File: src/rtl/maze_walker.sv
// maze_walker: wall-following maze explorer with selectable hand rule, step limit and
// trapped/timeout reporting. A single registered FSM marks each cell, then probes neighbours.
module maze_walker #(
    parameter int maze_width = 6,
    parameter int STEP_W     = 16,
    parameter int MAX_STEPS  = 4096
) (
    input  logic                  clk,
    input  logic                  rst_n,
    input  logic                  start,
    input  logic                  hand,
    input  logic [maze_width-1:0] starting_row,
    input  logic [maze_width-1:0] starting_col,
    input  logic                  maze_in,
    output logic [maze_width-1:0] row,
    output logic [maze_width-1:0] col,
    output logic                  maze_oe,
    output logic                  maze_we,
    output logic                  busy,
    output logic                  done,
    output logic                  fail,
    output logic [STEP_W-1:0]     steps
);
    typedef enum logic [1:0] {IDLE, MARK, PROBE, EVAL} state_t;

    localparam logic [maze_width-1:0] BORDER_MAX = '1;
    localparam logic [maze_width-1:0] COORD_ONE  = maze_width'(1);
    localparam logic [STEP_W-1:0]     STEP_LIMIT = STEP_W'(MAX_STEPS);
    localparam logic [STEP_W-1:0]     STEP_ONE   = STEP_W'(1);

    state_t                state, state_n;
    logic [maze_width-1:0] pos_row, pos_row_n, pos_col, pos_col_n, row_n, col_n;
    logic [1:0]            heading, heading_n, try_q, try_n, next_try, cand_dir;
    logic                  hand_q, hand_n, done_n, fail_n, on_border;
    logic [STEP_W-1:0]     steps_n;
    logic [2*maze_width-1:0] next_cell;

    // Left-hand order is the right-hand order mirrored, i.e. each offset negated mod 4.
    function automatic logic [1:0] probe_dir(input logic [1:0] h, input logic left,
                                             input logic [1:0] t);
        logic [1:0] off;
        case (t)
            2'd0:    off = 2'd1;
            2'd1:    off = 2'd0;
            2'd2:    off = 2'd3;
            default: off = 2'd2;
        endcase
        return left ? h - off : h + off;
    endfunction

    function automatic logic [2*maze_width-1:0] neighbour(input logic [maze_width-1:0] r,
                                                          input logic [maze_width-1:0] c,
                                                          input logic [1:0] d);
        logic [maze_width-1:0] nr, nc;
        nr = r;
        nc = c;
        case (d)
            2'd0:    nr = r - COORD_ONE;
            2'd1:    nc = c + COORD_ONE;
            2'd2:    nr = r + COORD_ONE;
            default: nc = c - COORD_ONE;
        endcase
        return {nr, nc};
    endfunction

    assign cand_dir  = probe_dir(heading, hand_q, try_q);
    assign next_try  = (state == MARK) ? 2'd0 : try_q + 2'd1;
    assign next_cell = neighbour(pos_row, pos_col, probe_dir(heading, hand_q, next_try));
    assign on_border = (pos_row == '0) || (pos_row == BORDER_MAX) ||
                       (pos_col == '0) || (pos_col == BORDER_MAX);

    // NOTE: every signal gets its hold value first so no path through the case infers a latch.
    always_comb begin
        state_n   = state;
        pos_row_n = pos_row;
        pos_col_n = pos_col;
        row_n     = row;
        col_n     = col;
        heading_n = heading;
        try_n     = try_q;
        hand_n    = hand_q;
        done_n    = done;
        fail_n    = fail;
        steps_n   = steps;
        case (state)
            IDLE: if (start) begin
                pos_row_n = starting_row;
                pos_col_n = starting_col;
                row_n     = starting_row;
                col_n     = starting_col;
                hand_n    = hand;
                heading_n = 2'd0;
                steps_n   = '0;
                done_n    = 1'b0;
                fail_n    = 1'b0;
                state_n   = MARK;
            end
            MARK: begin
                // A border start only counts as an exit once the walker has moved.
                if (steps != '0 && on_border) begin
                    done_n  = 1'b1;
                    state_n = IDLE;
                end else if (steps == STEP_LIMIT) begin
                    fail_n  = 1'b1;
                    state_n = IDLE;
                end else begin
                    try_n          = next_try;
                    {row_n, col_n} = next_cell;
                    state_n        = PROBE;
                end
            end
            PROBE: state_n = EVAL;
            EVAL: begin
                // The probe address still on row/col becomes the new position and MARK address.
                if (!maze_in) begin
                    pos_row_n = row;
                    pos_col_n = col;
                    heading_n = cand_dir;
                    steps_n   = steps + STEP_ONE;
                    state_n   = MARK;
                end else if (try_q == 2'd3) begin
                    fail_n  = 1'b1;
                    state_n = IDLE;
                end else begin
                    try_n          = next_try;
                    {row_n, col_n} = next_cell;
                    state_n        = PROBE;
                end
            end
        endcase
    end

    // NOTE: sequential state uses non-blocking assignments so all registers update together.
    always_ff @(posedge clk or negedge rst_n) begin
        if (!rst_n) begin
            state   <= IDLE;
            pos_row <= '0;
            pos_col <= '0;
            row     <= '0;
            col     <= '0;
            heading <= 2'd0;
            try_q   <= 2'd0;
            hand_q  <= 1'b0;
            done    <= 1'b0;
            fail    <= 1'b0;
            steps   <= '0;
        end else begin
            state   <= state_n;
            pos_row <= pos_row_n;
            pos_col <= pos_col_n;
            row     <= row_n;
            col     <= col_n;
            heading <= heading_n;
            try_q   <= try_n;
            hand_q  <= hand_n;
            done    <= done_n;
            fail    <= fail_n;
            steps   <= steps_n;
        end
    end

    assign maze_we = (state == MARK);
    assign maze_oe = (state == PROBE);
    assign busy    = (state != IDLE);

endmodule

File: config.mk
export PLATFORM = sky130hd
export DESIGN_NAME = maze_walker
export DESIGN_NICKNAME = d
export VERILOG_FILES = /design/src/rtl/maze_walker.sv
export SDC_FILE = /design/constraint.sdc
export NUM_CORES = 1
export LEC_CHECK = 0
export BUFFER_PORTS_ARGS = -buffer_cell sky130_fd_sc_hd__buf_2
export CAP_MARGIN = 30
export CORE_MARGIN = 10
export CORE_UTILIZATION = 30
export CTS_CLUSTER_SIZE = 10
export DETAILED_ROUTE_END_ITERATION = 6
export GPL_TIMING_DRIVEN = 0
export SYNTH_ARGS = -nofsm -noshare
export SYNTH_HDL_FRONTEND = slang
export SYNTH_SLANG_ARGS = --single-unit
File: constraint.sdc
create_clock -name clk -period 8.12 [get_ports clk]
set_input_delay 1.624 -clock clk [delete_from_list [all_inputs] [get_ports clk]]
set_output_delay 1.624 -clock clk [all_outputs]
set_load 0.02 [all_outputs]
# After elaboration in Yosys (flattened, before gate mapping)
# Cells that the tools add are included.
[op_classes]
add_sub_neg = 10
n_mul = 0
div = 0
magnitude_cmp = 0
eq_ne = 22
shift = 0
n_mux = 48
n_bitwise = 0
n_reduce_logical = 23
[op_table]
columns = ["cell", "n"]
rows = [
  ["2-to-1 mux 6 bit", 12],
  ["case mux 6 bit (2 select lines)", 4],
  ["case mux 6 bit (3 select lines)", 2],
  ["2-to-1 mux 16 bit", 2],
  ["case mux 16 bit (2 select lines)", 1],
  ["2-to-1 mux 2 bit", 14],
  ["adder 16 x 1 -> 16 bit (second input constant)", 1],
  ["equality test 16 x 13 -> 1 bit (second input constant)", 1],
  ["nonzero test 16 bit", 1],
  ["!= test 2 bit (second input constant)", 7],
  ["adder 6 x 1 -> 6 bit (second input constant)", 2],
  ["equality test 2 bit (second input constant)", 6],
  ["equality test 6 bit (second input constant)", 2],
  ["zero test 6 bit", 2],
  ["case mux 2 bit (3 select lines)", 2],
  ["AND reduction 6 bit", 2],
  ["subtractor 6 x 1 -> 6 bit (second input constant)", 2],
  ["equality test 2 x 1 -> 1 bit (second input constant)", 4],
  ["zero test 2 bit", 4],
  ["case mux 2 bit (2 select lines)", 2],
  ["case mux 2 bit (4 select lines)", 1],
  ["nonzero test 2 bit", 4],
  ["2-to-1 mux 1 bit", 6],
  ["AND reduction 3 bit", 2],
  ["12 further kinds", 17],
]
[totals]
regBits = 49
latch_bits = 0
ramBits = 0
romBits = 0
inputBits = 17
output_inout_bits = 33
elab_cells = 114
mem_count = 0

# Depth between registers and ports, before layout
[depth]
word_depth = 12
ltp_mapped = 17
mapped_depth_nobuf = 16

# Least setup slack after synthesis
# OpenSTA, ideal clock, no wires.
[synth_path]
kind = "register to register"
start = "register state[1]"
end = "register col[5]"
setup_ns = 0.104
arrival_ns = 3.433
required_time_ns = 8.016
setup_slack_ns = 4.584
path_stages_with_launch = 17
n_path_buf = 1
period_less_slack_ns = 3.536
cell_sequence = "dfrtp_1 -> buf_2 -> inv_1 -> nand2_1 -> inv_1 -> nor2_1 -> ha_1 -> or3b_1 -> o21ai_2 -> xor2_2 -> or2b_1 -> ha_1 -> a21o_1 -> a21oi_1 -> o21ai_0 -> a32o_1 -> o41ai_2"
[synth_via]
elab_chain_len = 12
word_cells_on_any_way = 28
classes_between = "add/sub (2); eq/ne (11); mux (9); reduce/logical (6)"
[synth_rtl]
columns = ["item", "line", "rtl"]
rows = [
  ["start: declaration", "31", "state_t state, state_n;"],
  ["start signal: assignment", "148", "state <= state_n;"],
  ["equality test 2 x 1 -> 1 bit (*)", "--", ""],
  ["net maze_we", "18", "output logic maze_we,"],
  ["2-to-1 mux 2 bit (*)", "67", "assign next_try = (state == MARK) ? 2'd0 : try_q + 2'd1;"],
  ["net next_try[1]", "33", "logic [1:0] heading, heading_n, try_q, try_n, next_try, cand_dir;"],
  ["equality test 2 bit, or another cell as far along", "42", "case (t)"],
  ["case mux 2 bit (3 select lines) (*)", "42", ""],
  ["adder 2 bit or subtractor 2 bit (tied branches)", "48", "return left ? h - off : h + off;"],
  ["2-to-1 mux 2 bit (*)", "48", ""],
  ["equality test 2 bit or zero test 2 bit (tied branches)", "57", "case (d)"],
  ["OR reduction 2 bit (no source line)", "--", ""],
  ["case mux 6 bit (2 select lines) (*)", "57", ""],
  ["2-to-1 mux 6 bit, on equally long branches", "121, 103", ""],
  ["2-to-1 mux 6 bit, on equally long branches", "115, 100", ""],
  ["case mux 6 bit (3 select lines) (*)", "85", "case (state)"],
  ["end signal: assignment", "152", "col <= col_n;"],
  ["end: declaration", "16", "output logic [maze_width-1:0] col,"],
]
# The timed path passes the listed nets; every way through them passes the cells marked *. The select of a mux whose other input is x is not followed.
# A chain may end at the register's enable or synchronous reset.

# Final worst setup path
[layout_path]
start = "register state[1]"
end = "register col[5]"
[layout_via]
elab_chain_len = 12
word_cells_on_any_way = 28
classes_between = "add/sub (2); eq/ne (11); mux (9); reduce/logical (6)"
[layout_rtl]
columns = ["item", "line"]
rows = [
  ["equality test 2 x 1 -> 1 bit", "67, 85"],
  ["2-to-1 mux 2 bit", "67"],
  ["equality test 2 bit, or another cell as far along", "42"],
  ["case mux 2 bit (3 select lines)", "42"],
  ["adder 2 bit or subtractor 2 bit (tied branches)", "48"],
  ["2-to-1 mux 2 bit", "48"],
  ["equality test 2 bit or zero test 2 bit (tied branches)", "57"],
  ["OR reduction 2 bit (no source line)", "--"],
  ["case mux 6 bit (2 select lines)", "57"],
  ["2-to-1 mux 6 bit, on equally long branches", "121, 103"],
  ["2-to-1 mux 6 bit, on equally long branches", "115, 100"],
  ["case mux 6 bit (3 select lines)", "85"],
]
# Parallel ways exist; a longest one is shown, timed or not. The select of a mux whose other input is x is not followed.

==> flow_summary_export.csv <==
group,metric,value,unit
run,maxCapViolCount,0,
clock_tree,cts_root_buf,"clkbuf_8",
sta,fin_worst_skew,0.01155,ns
die,core.rowCount,37,
logic_synthesis,synthCells,338,
cells_and_area,drive_gt1_share,19.70,%
logic_synthesis,ys.flop_type,"dfrtp_1",
outcome,outcome,"complete, no violations",
critical_path,regToRegEndpoint,"col[5]",
sta,max_slew.worst_pin.slew,0.8222,ns
global_routing,grt_max_degree,26,
logic_synthesis,synth_top_cell_by_area,"dfrtp_1",
critical_path,critPathRequiredTime,8.34,ns
logic_synthesis,syn-num-nets,373,
global_routing,first_global_vias,2648,
clock_tree,cts.sinks,49,
clock_tree,numCtsBuffers,5,
logic_synthesis,ys_types,50,
clock_tree,worstSkewPairLatency,0.32,ns
placed_design,placed_cell_area,3566,um2
sta,finalCriticalPeriod,3.875,ns
cells_and_area,mostFrequentLayoutCells,"51 x buf_2, 49 x dfrtp_1, 44 x nand2_1",
cells_and_area,final_area,3667,um2
logic_synthesis,synth-edff-count,0,
sta,max_freq,0.2581,GHz
logic_synthesis,syn_area,3131,um2
clock_tree,postCtsSetupRepairBufs,0,
die,die_w,122.2,um
critical_path,critPathSlowestCell,"clkbuf_1",
placed_design,dpl.hpwl,6.225,mm
clock_tree,cts-htree-levels,2,
placed_design,gp_congestion,0.8121,
logic_synthesis,avgSynthCellArea,9.262,um2
clock_tree,clkTransAtPathRegs,0.10,ns
placed_design,io_buffers,49,
critical_path,worstSetupPathDepth,14,
logic_synthesis,ys_seq_area_share,39.17,%
sta,hold_ws,0.4882,ns
critical_path,cp_max_fo,10,
cells_and_area,area_growth,17.15,%
critical_path,cp_cell_sequence,"buf_2 -> inv_1 -> nand2_1 -> nand2_1 -> ha_1 -> clkbuf_1 -> clkbuf_1 -> or2b_1 -> ha_1 -> a21o_1 -> a21oi_1 -> o21ai_0 -> a32o_1 -> o41ai_2",
detailed_routing,vias_per_cell,4.870,
sta,period_share,47.72,%
detailed_routing,routedWlPerCell,15.38,um
detailed_routing,ant_nets,0,
die,io_pins,50,
die,dieArea,14920,um2
cells_and_area,final_common_cell,"buf_2",
critical_path,startpoint,"state[1]",
critical_path,crit_family,"buffers and inverters",
sta,rsz0062_at_grt,"no",
clock_tree,clockBufferDepth,2,
critical_path,cp-start-kind,"flop",
cells_and_area,final_net_count,430,
critical_path,arrival,4.10,ns
logic_synthesis,yosys.area.top_type_share,39.17,%
die,start_util,30.60,%
critical_path,slowest_delay,0.50,ns
detailed_routing,first_iter_violations,122,
critical_path,worstReg2RegStart,"state[1]",
critical_path,endpoint,"col[5]",
clock_tree,cts_resized,0,
detailed_routing,firstDrtPassIters,4,
critical_path,r2r_cells,14,
cells_and_area,fillers,1039,
die,die_height,122.2,um
critical_path,cp-end-kind,"flop",
logic_synthesis,ys_top_cells_by_area,"dfrtp_1 39%, mux2i_1 6.7%, ha_1 6.4%, nand2_1 5.3%, o21ai_0 4.3%",
critical_path,rrSetupSlack,4.24,ns
cells_and_area,antenna_cells,0,
sta,maxSlewHeadroom,45.19,%
sta,slew_violations,0,
detailed_routing,wl,8.181,mm
detailed_routing,vias,2591,
clock_tree,cts_tree,"yes",
global_routing,grt_pass1_wl,13.36,mm
critical_path,crit_type,"reg -> reg",
logic_synthesis,async_flop_share,100.0,%
die,coreArea,10230,um2
critical_path,path_buf_inv,4,
sta,setup_viol,0,
logic_synthesis,ys_warn_count,0,
clock_tree,cts_hold_buf,0,
sta,final-hold-violation-count,0,
logic_synthesis,ys_ff_latch,49,
hold_path,min_path_type,"reg -> reg",
global_routing,grt_antenna_before_repair,0,
global_routing,grt_overflow,0,
detailed_routing,drc,0,
global_routing,grtUsageTotal,11.25,%
sta,setup_tns,0,ns
[flip-flops by register name, indices dropped and copies added (netlist names)]
register  count
steps        16
col           6
pos_col       6
pos_row       6
row           6
heading       2
state         2
try_q         2
done          1
fail          1
hand_q        1
[synthesized netlist by cell type, drive strengths merged (6+ instances only)]
master / count
inv: 11
a21o: 6
clkbuf: 8
nor2: 35
mux2: 8
ha: 16
dfrtp: 49
mux2i: 21
xor2: 15
a21oi: 19
nand2: 45
xnor2: 11
o21ai: 29
nand4: 6
nand3: 8
[layer usage]
layer  global-route usage, %  vias to the layer above  wire length (um)
met5                       0                        -                 0
met1                   13.95                     1249              3799
li1                        -                     1296                 -
met4                   4.418                        0               144
met2                   18.81                       36              3972
met3                   2.220                       10               265
[cell families after synthesis]
group	Yosys count	synth area share [%]
adders and majority gates	18	7.674
and+or+nand+nor	122	18.43
DFF	49	39.17
buffers and inverters	23	2.838
xor gates and xnor gates	26	7.754
AOI/OAI and AO/OA	71	14.55
muxes	29	9.592
[area by class of cell]
class	instances	area (um2)	area share, %
buffer	11	43.79	1.194
clock buffer	7	96.34	2.627
clock inverter	1	5.005	0.1365
inverter	12	45.04	1.228
multi-input combinational	266	1815	49.51
sequential	49	1226	33.44
tap	136	170.2	4.640
timing repair buffer	50	265.3	7.233
[worst register-to-register path: stages, from the launching register on]
cell      delay (ns)
dfrtp_1         0.33
buf_2           0.20
inv_1           0.13
nand2_1         0.15
nand2_1         0.08
ha_1            0.28
clkbuf_1        0.50
clkbuf_1        0.40
or2b_1          0.29
ha_1            0.28
a21o_1          0.15
a21oi_1         0.21
o21ai_0         0.16
a32o_1          0.29
o41ai_2         0.31
[stage by stage]
step	utilization, %	cells	setup slack (ns)
5_1_grt	35.84	532	3.885
6_report	35.84	532	4.245
4_1_cts	35.84	532	4.251
3_3_place_gp	34.66	523	4.311
2_1_floorplan	-	338	4.584
3_5_place_dp	34.85	524	4.268
[worst min path at each step]
stage / start / end / slack [ns] / cells after the start
2_1_floorplan: heading[0] / heading[0] / 0.45 / 2
3_3_place_gp: heading[0] / heading[0] / 0.46 / 2
3_5_place_dp: heading[0] / heading[0] / 0.47 / 2
4_1_cts: heading[0] / heading[0] / 0.49 / 2
5_1_grt: done / done / 0.53 / 2
6_report: done / done / 0.49 / 2
Power is left out: the tool's default activity adds up to more than one toggle a clock period on the data nets, which glitch-free logic cannot reach.
